--- src/rtl/delay_timer_pkg.sv ---
// Shared types and helpers for the multi-channel delay timer.
// Channel FSM encoding, default prescaler width, and load_val bus slicing.
package delay_timer_pkg;

    typedef enum logic {
        IDLE = 1'b0,
        RUN  = 1'b1
    } ch_state_t;

    localparam int PRESCALER_DEF = 64;
    localparam int PRESC_W       = $clog2(PRESCALER_DEF);

    // Channel ch's delay occupies load_val[ch_lsb(ch, cnt_w) +: cnt_w].
    function automatic int ch_lsb(input int ch, input int cnt_w);
        return ch * cnt_w;
    endfunction

endpackage

--- src/rtl/delay_timer_ch.sv ---
// One timer channel: FSM, down-counter, reload register, done pulse and sticky flag.
// Latency: done_pulse one cycle after the expiring tick; a zero-delay start pulses on the next cycle.
// Backpressure: none; strobes are accepted every cycle with priority stop > start > expiry.
module delay_timer_ch
    import delay_timer_pkg::*;
#(
    parameter int CNT_W = 16
) (
    input  logic             clk,
    input  logic             rst_l,
    input  logic             tick,
    input  logic             start,
    input  logic             stop,
    input  logic             clr_done,
    input  logic             periodic,
    input  logic [CNT_W-1:0] load_val,
    output logic             busy,
    output logic             done_pulse,
    output logic             done_flag
);

    ch_state_t        state_q;
    ch_state_t        state_d;
    logic [CNT_W-1:0] cnt_q;
    logic [CNT_W-1:0] reload_q;
    logic             mode_q;
    logic             exp_q;
    logic             done_pulse_q;
    logic             done_flag_q;
    logic             pulse_set;
    logic             flag_d;
    logic             load_zero;
    logic             last_tick;

    assign load_zero = (load_val == '0);
    assign last_tick = (state_q == RUN) && tick && (cnt_q == CNT_W'(1));

    always_ff @(posedge clk or negedge rst_l) begin
        if (!rst_l) begin
            state_q <= IDLE;
        end else begin
            state_q <= state_d;
        end
    end

    // A one-shot channel stays in RUN through the cycle its expiry is staged in exp_q.
    always_comb begin
        state_d = state_q;
        if (stop) begin
            state_d = IDLE;
        end else if (start) begin
            state_d = load_zero ? IDLE : RUN;
        end else if (exp_q && !mode_q) begin
            state_d = IDLE;
        end
    end

    always_comb begin
        busy      = (state_q == RUN);
        pulse_set = 1'b0;
        if (!stop) begin
            pulse_set = start ? load_zero : exp_q;
        end
        flag_d = done_flag_q;
        if (clr_done || (start && !stop)) begin
            flag_d = 1'b0;
        end
        if (pulse_set) begin
            flag_d = 1'b1;
        end
    end

    always_ff @(posedge clk or negedge rst_l) begin
        if (!rst_l) begin
            cnt_q        <= '0;
            reload_q     <= '0;
            mode_q       <= 1'b0;
            exp_q        <= 1'b0;
            done_pulse_q <= 1'b0;
            done_flag_q  <= 1'b0;
        end else begin
            exp_q        <= last_tick && !stop && !start;
            done_pulse_q <= pulse_set;
            done_flag_q  <= flag_d;
            if (stop) begin
                cnt_q <= '0;
            end else if (start) begin
                cnt_q    <= load_val;
                reload_q <= load_val;
                mode_q   <= periodic;
            end else if ((state_q == RUN) && tick) begin
                // Compare before decrement so the counter never wraps below zero.
                if (cnt_q == CNT_W'(1)) begin
                    cnt_q <= mode_q ? reload_q : '0;
                end else begin
                    cnt_q <= cnt_q - CNT_W'(1);
                end
            end
        end
    end

    assign done_pulse = done_pulse_q;
    assign done_flag  = done_flag_q;

endmodule

--- src/rtl/delay_timer_mc.sv ---
// Multi-channel delay timer: shared prescaler feeding N_CH independent channels; DELAY_TIMER_MC_IRQ_EN adds irq/irq_mask.
// Latency: load_val*PRESCALER+1 cycles start-to-pulse from all-idle; irq one cycle after a masked flag sets.
// Backpressure: none; start/stop/clr_done are single-cycle strobes accepted every cycle.
module delay_timer_mc
    import delay_timer_pkg::*;
#(
    parameter int FREQ_MHZ  = 12,
    parameter int PRESCALER = PRESCALER_DEF,
    parameter int N_CH      = 4,
    parameter int CNT_W     = 16
) (
    input  logic                    clk,
    input  logic                    rst_l,
    input  logic [N_CH-1:0]         start,
    input  logic [N_CH-1:0]         stop,
    input  logic [N_CH-1:0]         periodic,
    input  logic [N_CH*CNT_W-1:0]   load_val,
    input  logic [N_CH-1:0]         clr_done,
`ifdef DELAY_TIMER_MC_IRQ_EN
    input  logic [N_CH-1:0]         irq_mask,
    output logic                    irq,
`endif
    output logic [N_CH-1:0]         busy,
    output logic [N_CH-1:0]         done_pulse,
    output logic [N_CH-1:0]         done_flag
);

    // FREQ_MHZ is documentary; only positive values describe a real build.
    localparam int PS_W = (FREQ_MHZ > 0) ? $clog2(PRESCALER) : 1;

    logic [PS_W-1:0] presc_q;
    logic            any_busy;
    logic            presc_last;
    logic            tick;

    assign any_busy   = |busy;
    assign presc_last = (presc_q == PS_W'(PRESCALER - 1));
    assign tick       = any_busy && presc_last;

    // Phase is shared by all channels and parks at zero whenever nothing is counting.
    always_ff @(posedge clk or negedge rst_l) begin
        if (!rst_l) begin
            presc_q <= '0;
        end else if (!any_busy || presc_last) begin
            presc_q <= '0;
        end else begin
            presc_q <= presc_q + PS_W'(1);
        end
    end

    for (genvar i = 0; i < N_CH; i++) begin : g_ch
        delay_timer_ch #(
            .CNT_W (CNT_W)
        ) u_ch (
            .clk        (clk),
            .rst_l      (rst_l),
            .tick       (tick),
            .start      (start[i]),
            .stop       (stop[i]),
            .clr_done   (clr_done[i]),
            .periodic   (periodic[i]),
            .load_val   (load_val[ch_lsb(i, CNT_W) +: CNT_W]),
            .busy       (busy[i]),
            .done_pulse (done_pulse[i]),
            .done_flag  (done_flag[i])
        );
    end

`ifdef DELAY_TIMER_MC_IRQ_EN
    always_ff @(posedge clk or negedge rst_l) begin
        if (!rst_l) begin
            irq <= 1'b0;
        end else begin
            irq <= |(done_flag & irq_mask);
        end
    end
`endif

endmodule

--- config.mk ---
export PLATFORM = sky130hd
export DESIGN_NAME = delay_timer_mc
export DESIGN_NICKNAME = d
export VERILOG_FILES = /design/src/rtl/delay_timer_pkg.sv /design/src/rtl/delay_timer_ch.sv /design/src/rtl/delay_timer_mc.sv
export SDC_FILE = /design/constraint.sdc
export NUM_CORES = 1
export LEC_CHECK = 0
export ABC_AREA = 0
export ABC_CLOCK_PERIOD_IN_PS = 2800
export CAP_MARGIN = 20
export CORE_ASPECT_RATIO = 0.9
export CORE_MARGIN = 2
export CORE_UTILIZATION = 50
export DETAILED_ROUTE_END_ITERATION = 12
export PLACE_DENSITY = 0.72
export SYNTH_ARGS = -nofsm -noshare
export SYNTH_HDL_FRONTEND = slang
export SYNTH_SLANG_ARGS = --single-unit
--- constraint.sdc ---
create_clock -name clk -period 2.8 [get_ports clk]
set_clock_uncertainty 0.1 [all_clocks]
set_input_delay 0.56 -clock clk [delete_from_list [all_inputs] [get_ports clk]]
set_output_delay 0.56 -clock clk [all_outputs]
set_load 0.01 [all_outputs]
==> run summary <==
The run gives 1415 as the final cell count without fillers. The checks that failed: hold timing. Relative to the synthesized area, the layout overhead comes to 20.47%. Once placement completed, the tool counted placed cells totaling 1383. The share of Yosys cell area claimed by the top area cell type came out at 0.4283. The flow ran to the end, but the final reports show violations.

The number of distinct library cells after synthesis was 72; the combined area of all synthesized cells was 8999 µm². The tools report the sequential share of power as 0.444. The commonest cells after synthesis are 218 x sky130_fd_sc_hd__nand2_1, 154 x sky130_fd_sc_hd__dfrtp_1, 75 x sky130_fd_sc_hd__nor2_1, 71 x sky130_fd_sc_hd__a21oi_1, 63 x sky130_fd_sc_hd__clkbuf_1. Reg-to-reg critical path endpoint: g_ch[0].u_ch.cnt_q[6]. The share of the clock period used by the worst path was 0.9115. Prior to clock tree synthesis, the placed netlist has a worst setup slack of 0.2844 ns. The tools report the post-layout net count as 1253. Kind of end point of the critical path: a flip-flop. Averaged over all synthesized cells, the footprint is 8.317 µm². sky130_fd_sc_hd__nand2_1 is the most common cell in the netlist.

The clock root buffer was sky130_fd_sc_hd__clkbuf_16. For the sum of net half-perimeters after detailed placement, the log shows 17.35 mm. Final worst setup slack: 0.2477 ns.

The area of the die came out at 19090 µm². Sorting the synthesized cells by area gives the leading types as sky130_fd_sc_hd__dfrtp_1 43%, sky130_fd_sc_hd__nand2_1 9.1%, sky130_fd_sc_hd__a21oi_1 3.9%, sky130_fd_sc_hd__o21ai_0 3.2%, sky130_fd_sc_hd__nor2_1 3.1%. For this design the total switching power over the nets is 1.761 mW.

Max-slew violation count: 0. After the first detailed-routing iteration, the DRC count stood at 745. The share of flip-flops with an asynchronous set or reset after synthesis is 1.000, and the effective utilization at floorplan is 0.5109.

After filler insertion, the fill cell instance count of the layout stands at 1560. For the worst setup path, the data required time is 3.06 ns. The flip-flop and latch area came out at 3854 µm². During synthesis, Yosys emitted a total of 0 warnings.

The final number of hold-violating endpoints was 17. The cell count after synthesis came out at 1082. Wires add up to 24.64 mm. The tools report the global-route wire length before repair as 41.93 mm. In this run the vertical extent of the chip is 131.3 µm.

Derived from the worst setup path, the maximum achievable clock frequency is 391.8 MHz. The die span in x is 145.4 µm. The clock sink count is 154, and the number of buffers inserted by port buffering is 93. The final routed wire length divided by cell count came out at 17.41 µm. Kind of critical path: reg -> reg.

The initialized floorplan defines 46 standard-cell rows. The maximum vdd drop was 0.3899 mV; the number of H-tree levels was 4. After clock tree synthesis, the setup repair step added 0 buffers.

The longest clock path from root to sink contains 2 buffers. Across the run, the number of max-cap violations was 0. Setup repair after global routing left no endpoint under its margin. The routed design could run at a clock period as short as 2.552 ns. The power density over the cells was 554.0 nW/µm². The count of antenna-violating nets left after detailed routing is 0. For the register-to-register path setup slack, the log shows 0.25 ns. The tools report the worst slack on hold paths as -0.008358 ns.

The total cell area at the placement stage is 10260 µm², and the pin count of the biggest net entering global routing is 55. Summing all multi-input logic gate instances after layout gives 4614 µm². The clock-pin slew on the worst setup and hold paths works out to 0.06 ns. The layout cell share with drive strength beyond 1 was 0.09617. Counting flops with a built-in enable in the synthesized netlist gives 0. The total of flip-flops plus latches after synthesis came out at 154.

The via count of the first global-routing pass came out at 8253. The number of hold buffers added after CTS was 0. The finished cells cover 10840 µm².

The I/O pin count is 94. The cell leakage power came out at 4.739 nW. The later pin in the worst-skew pair is clocked with a latency of 0.43 ns. The total global-route track usage is 0.2673.

For the pin with the worst max-slew slack, the measured transition is 0.6502 ns. The maximum fanout along the worst path was 11; the proportion of power drawn by combinational gates was 0.175. The relative slew slack is 0.5625.

Setup violations remaining at the end of the flow were counted as 0. The tools report the antenna diode count as 0. The cell count of the worst reg-to-reg path was 5; the global placement routability congestion was 0.9178.

The path class of the tightest hold or removal check is in -> async. The run gives 0 as the count of cells resized by post-cts repair. Flip-flop cell with the highest count after synthesis: sky130_fd_sc_hd__dfrtp_1.

The largest total area in the synthesized netlist belongs to sky130_fd_sc_hd__dfrtp_1. For this block, the via count after detailed routing is 8439. The routed via count divided by cell count is 5.964. For the CTS buffer count, the log shows 17. Setup TNS after final layout: 0 ns.

Counting every net in the synthesized netlist gives 1173. The total overflow left after global routing is 0. The first TritonRoute pass finished after 6 iterations. After detailed routing, the number of remaining DRC violations is 0.

The source of the worst register-to-register timing path was g_ch[0].u_ch.cnt_q[4]. The endpoint arrival time on the critical path was 2.81 ns; the standard cell core area was 17610 µm². The internal power of the cells totals 4.245 mW. The initial antenna violation count is 0. The run gives 0.381 as the clock network fraction of total power. STA classifies the critical path startpoint as a flip-flop. TritonCTS built the clock tree. For the fraction of the yosys area taken by sequential cells, the log shows 0.4283.

The fraction of power spent switching nets came out at 0.2932.
==> critical path, cell delays in order, from the launching register on <==
cell and delay, ns:
sky130_fd_sc_hd__dfrtp_1 0.44, sky130_fd_sc_hd__or4_4 0.58, sky130_fd_sc_hd__or4b_4 0.56, sky130_fd_sc_hd__or2_4 0.33
sky130_fd_sc_hd__mux2_4 0.32, sky130_fd_sc_hd__a21oi_2 0.14
==> kinds of logic (layout without fill, tap and decap cells) <==
family          count (synthesis)  in the layout  synth area share
mux                            14             14           0.01807
buf+inv                       123            216           0.05895
xor+xnor                       31             31           0.03017
fa+ha+maj                       9              9           0.01251
flops                         154            154            0.4283
compound gates                250            250            0.1824
simple gates                  501            501            0.2696
==> registers in the layout, indices dropped and copies added, names as in the netlist <==
| name | count |
|---|---|
| g_ch.u_ch.cnt_q | 64 |
| g_ch.u_ch.reload_q | 64 |
| presc_q | 6 |
| g_ch.u_ch.busy | 4 |
| g_ch.u_ch.done_flag | 4 |
| g_ch.u_ch.done_pulse | 4 |
| g_ch.u_ch.exp_q | 4 |
| g_ch.u_ch.mode_q | 4 |
==> power groups by stage <==
| stage | Combinational [mW] | Sequential (mW) | Clock, mW |
|---|---|---|---|
| after global routing | 1.18 | 2.70 | 2.43 |
| after detailed placement | 1.04 | 2.70 | 0 |
| after floorplan | 0.702 | 2.60 | 0 |
| after CTS | 1.05 | 2.66 | 2.33 |
| final | 1.05 | 2.67 | 2.29 |
| after global placement | 1.02 | 2.69 | 0 |
==> cells in the final DEF, fill, tap and decap left out, types with 10 or more instances in the layout <==
| master | count |
|---|---|
| sky130_fd_sc_hd__a21oi_1 | 71 |
| sky130_fd_sc_hd__a221oi_1 | 15 |
| sky130_fd_sc_hd__a31oi_1 | 10 |
| sky130_fd_sc_hd__and3_1 | 15 |
| sky130_fd_sc_hd__buf_4 | 50 |
| sky130_fd_sc_hd__clkbuf_16 | 17 |
| sky130_fd_sc_hd__clkdlybuf4s50_1 | 92 |
| sky130_fd_sc_hd__dfrtp_1 | 154 |
| sky130_fd_sc_hd__inv_1 | 39 |
| sky130_fd_sc_hd__nand2_1 | 218 |
| sky130_fd_sc_hd__nand3_1 | 27 |
| sky130_fd_sc_hd__nand4_1 | 14 |
| sky130_fd_sc_hd__nor2_1 | 75 |
| sky130_fd_sc_hd__nor2b_1 | 14 |
| sky130_fd_sc_hd__nor3_1 | 31 |
| sky130_fd_sc_hd__nor3b_1 | 10 |
| sky130_fd_sc_hd__nor4_1 | 37 |
| sky130_fd_sc_hd__o21ai_0 | 58 |
| sky130_fd_sc_hd__o31ai_1 | 10 |
| sky130_fd_sc_hd__xnor2_1 | 22 |
==> final cells by class <==
| cell class | count | share of cell area |
|---|---|---|
| multi-input cells | 805 | 0.4257 |
| flip-flops and latches | 154 | 0.3555 |
| repair buffers | 145 | 0.1243 |
| clock buffers | 18 | 0.03959 |
| well taps | 240 | 0.02770 |
| clock inverters | 14 | 0.01374 |
| inverters | 39 | 0.01350 |
==> how the worst max path moves through the flow <==
stage	start	cells after the start	to	slack, ns
final	g_ch[0].u_ch.cnt_q[4]	5	g_ch[0].u_ch.cnt_q[6]	0.25
after detailed placement	g_ch[0].u_ch.cnt_q[4]	5	g_ch[0].u_ch.cnt_q[6]	0.28
after floorplan	g_ch[0].u_ch.cnt_q[2]	8	g_ch[0].u_ch.cnt_q[6]	0.27
after global routing	g_ch[1].u_ch.cnt_q[1]	8	g_ch[1].u_ch.cnt_q[0]	0.14
after global placement	g_ch[0].u_ch.cnt_q[4]	5	g_ch[0].u_ch.cnt_q[9]	0.32
after CTS	g_ch[0].u_ch.cnt_q[4]	5	g_ch[0].u_ch.cnt_q[6]	0.27
==> through the flow <==
stage	util	power, mW
2_1_floorplan	-	3.303
3_3_place_gp	0.5827	3.712
3_5_place_dp	0.5827	3.736
4_1_cts	0.6155	6.038
5_1_grt	0.6155	6.313
6_report	0.6155	6.005
==> metal layers <==
| metal | part of all wire | vias up | GRT usage |
|---|---|---|---|
| li1 | - | 4012 | - |
| met1 | 0.47 | 4075 | 0.3914 |
| met2 | 0.45 | 316 | 0.4007 |
| met3 | 0.063 | 36 | 0.05486 |
| met4 | 0.016 | 0 | 0.08007 |
| met5 | 0 | - | 0 |
(Power assumes the default switching activity.)
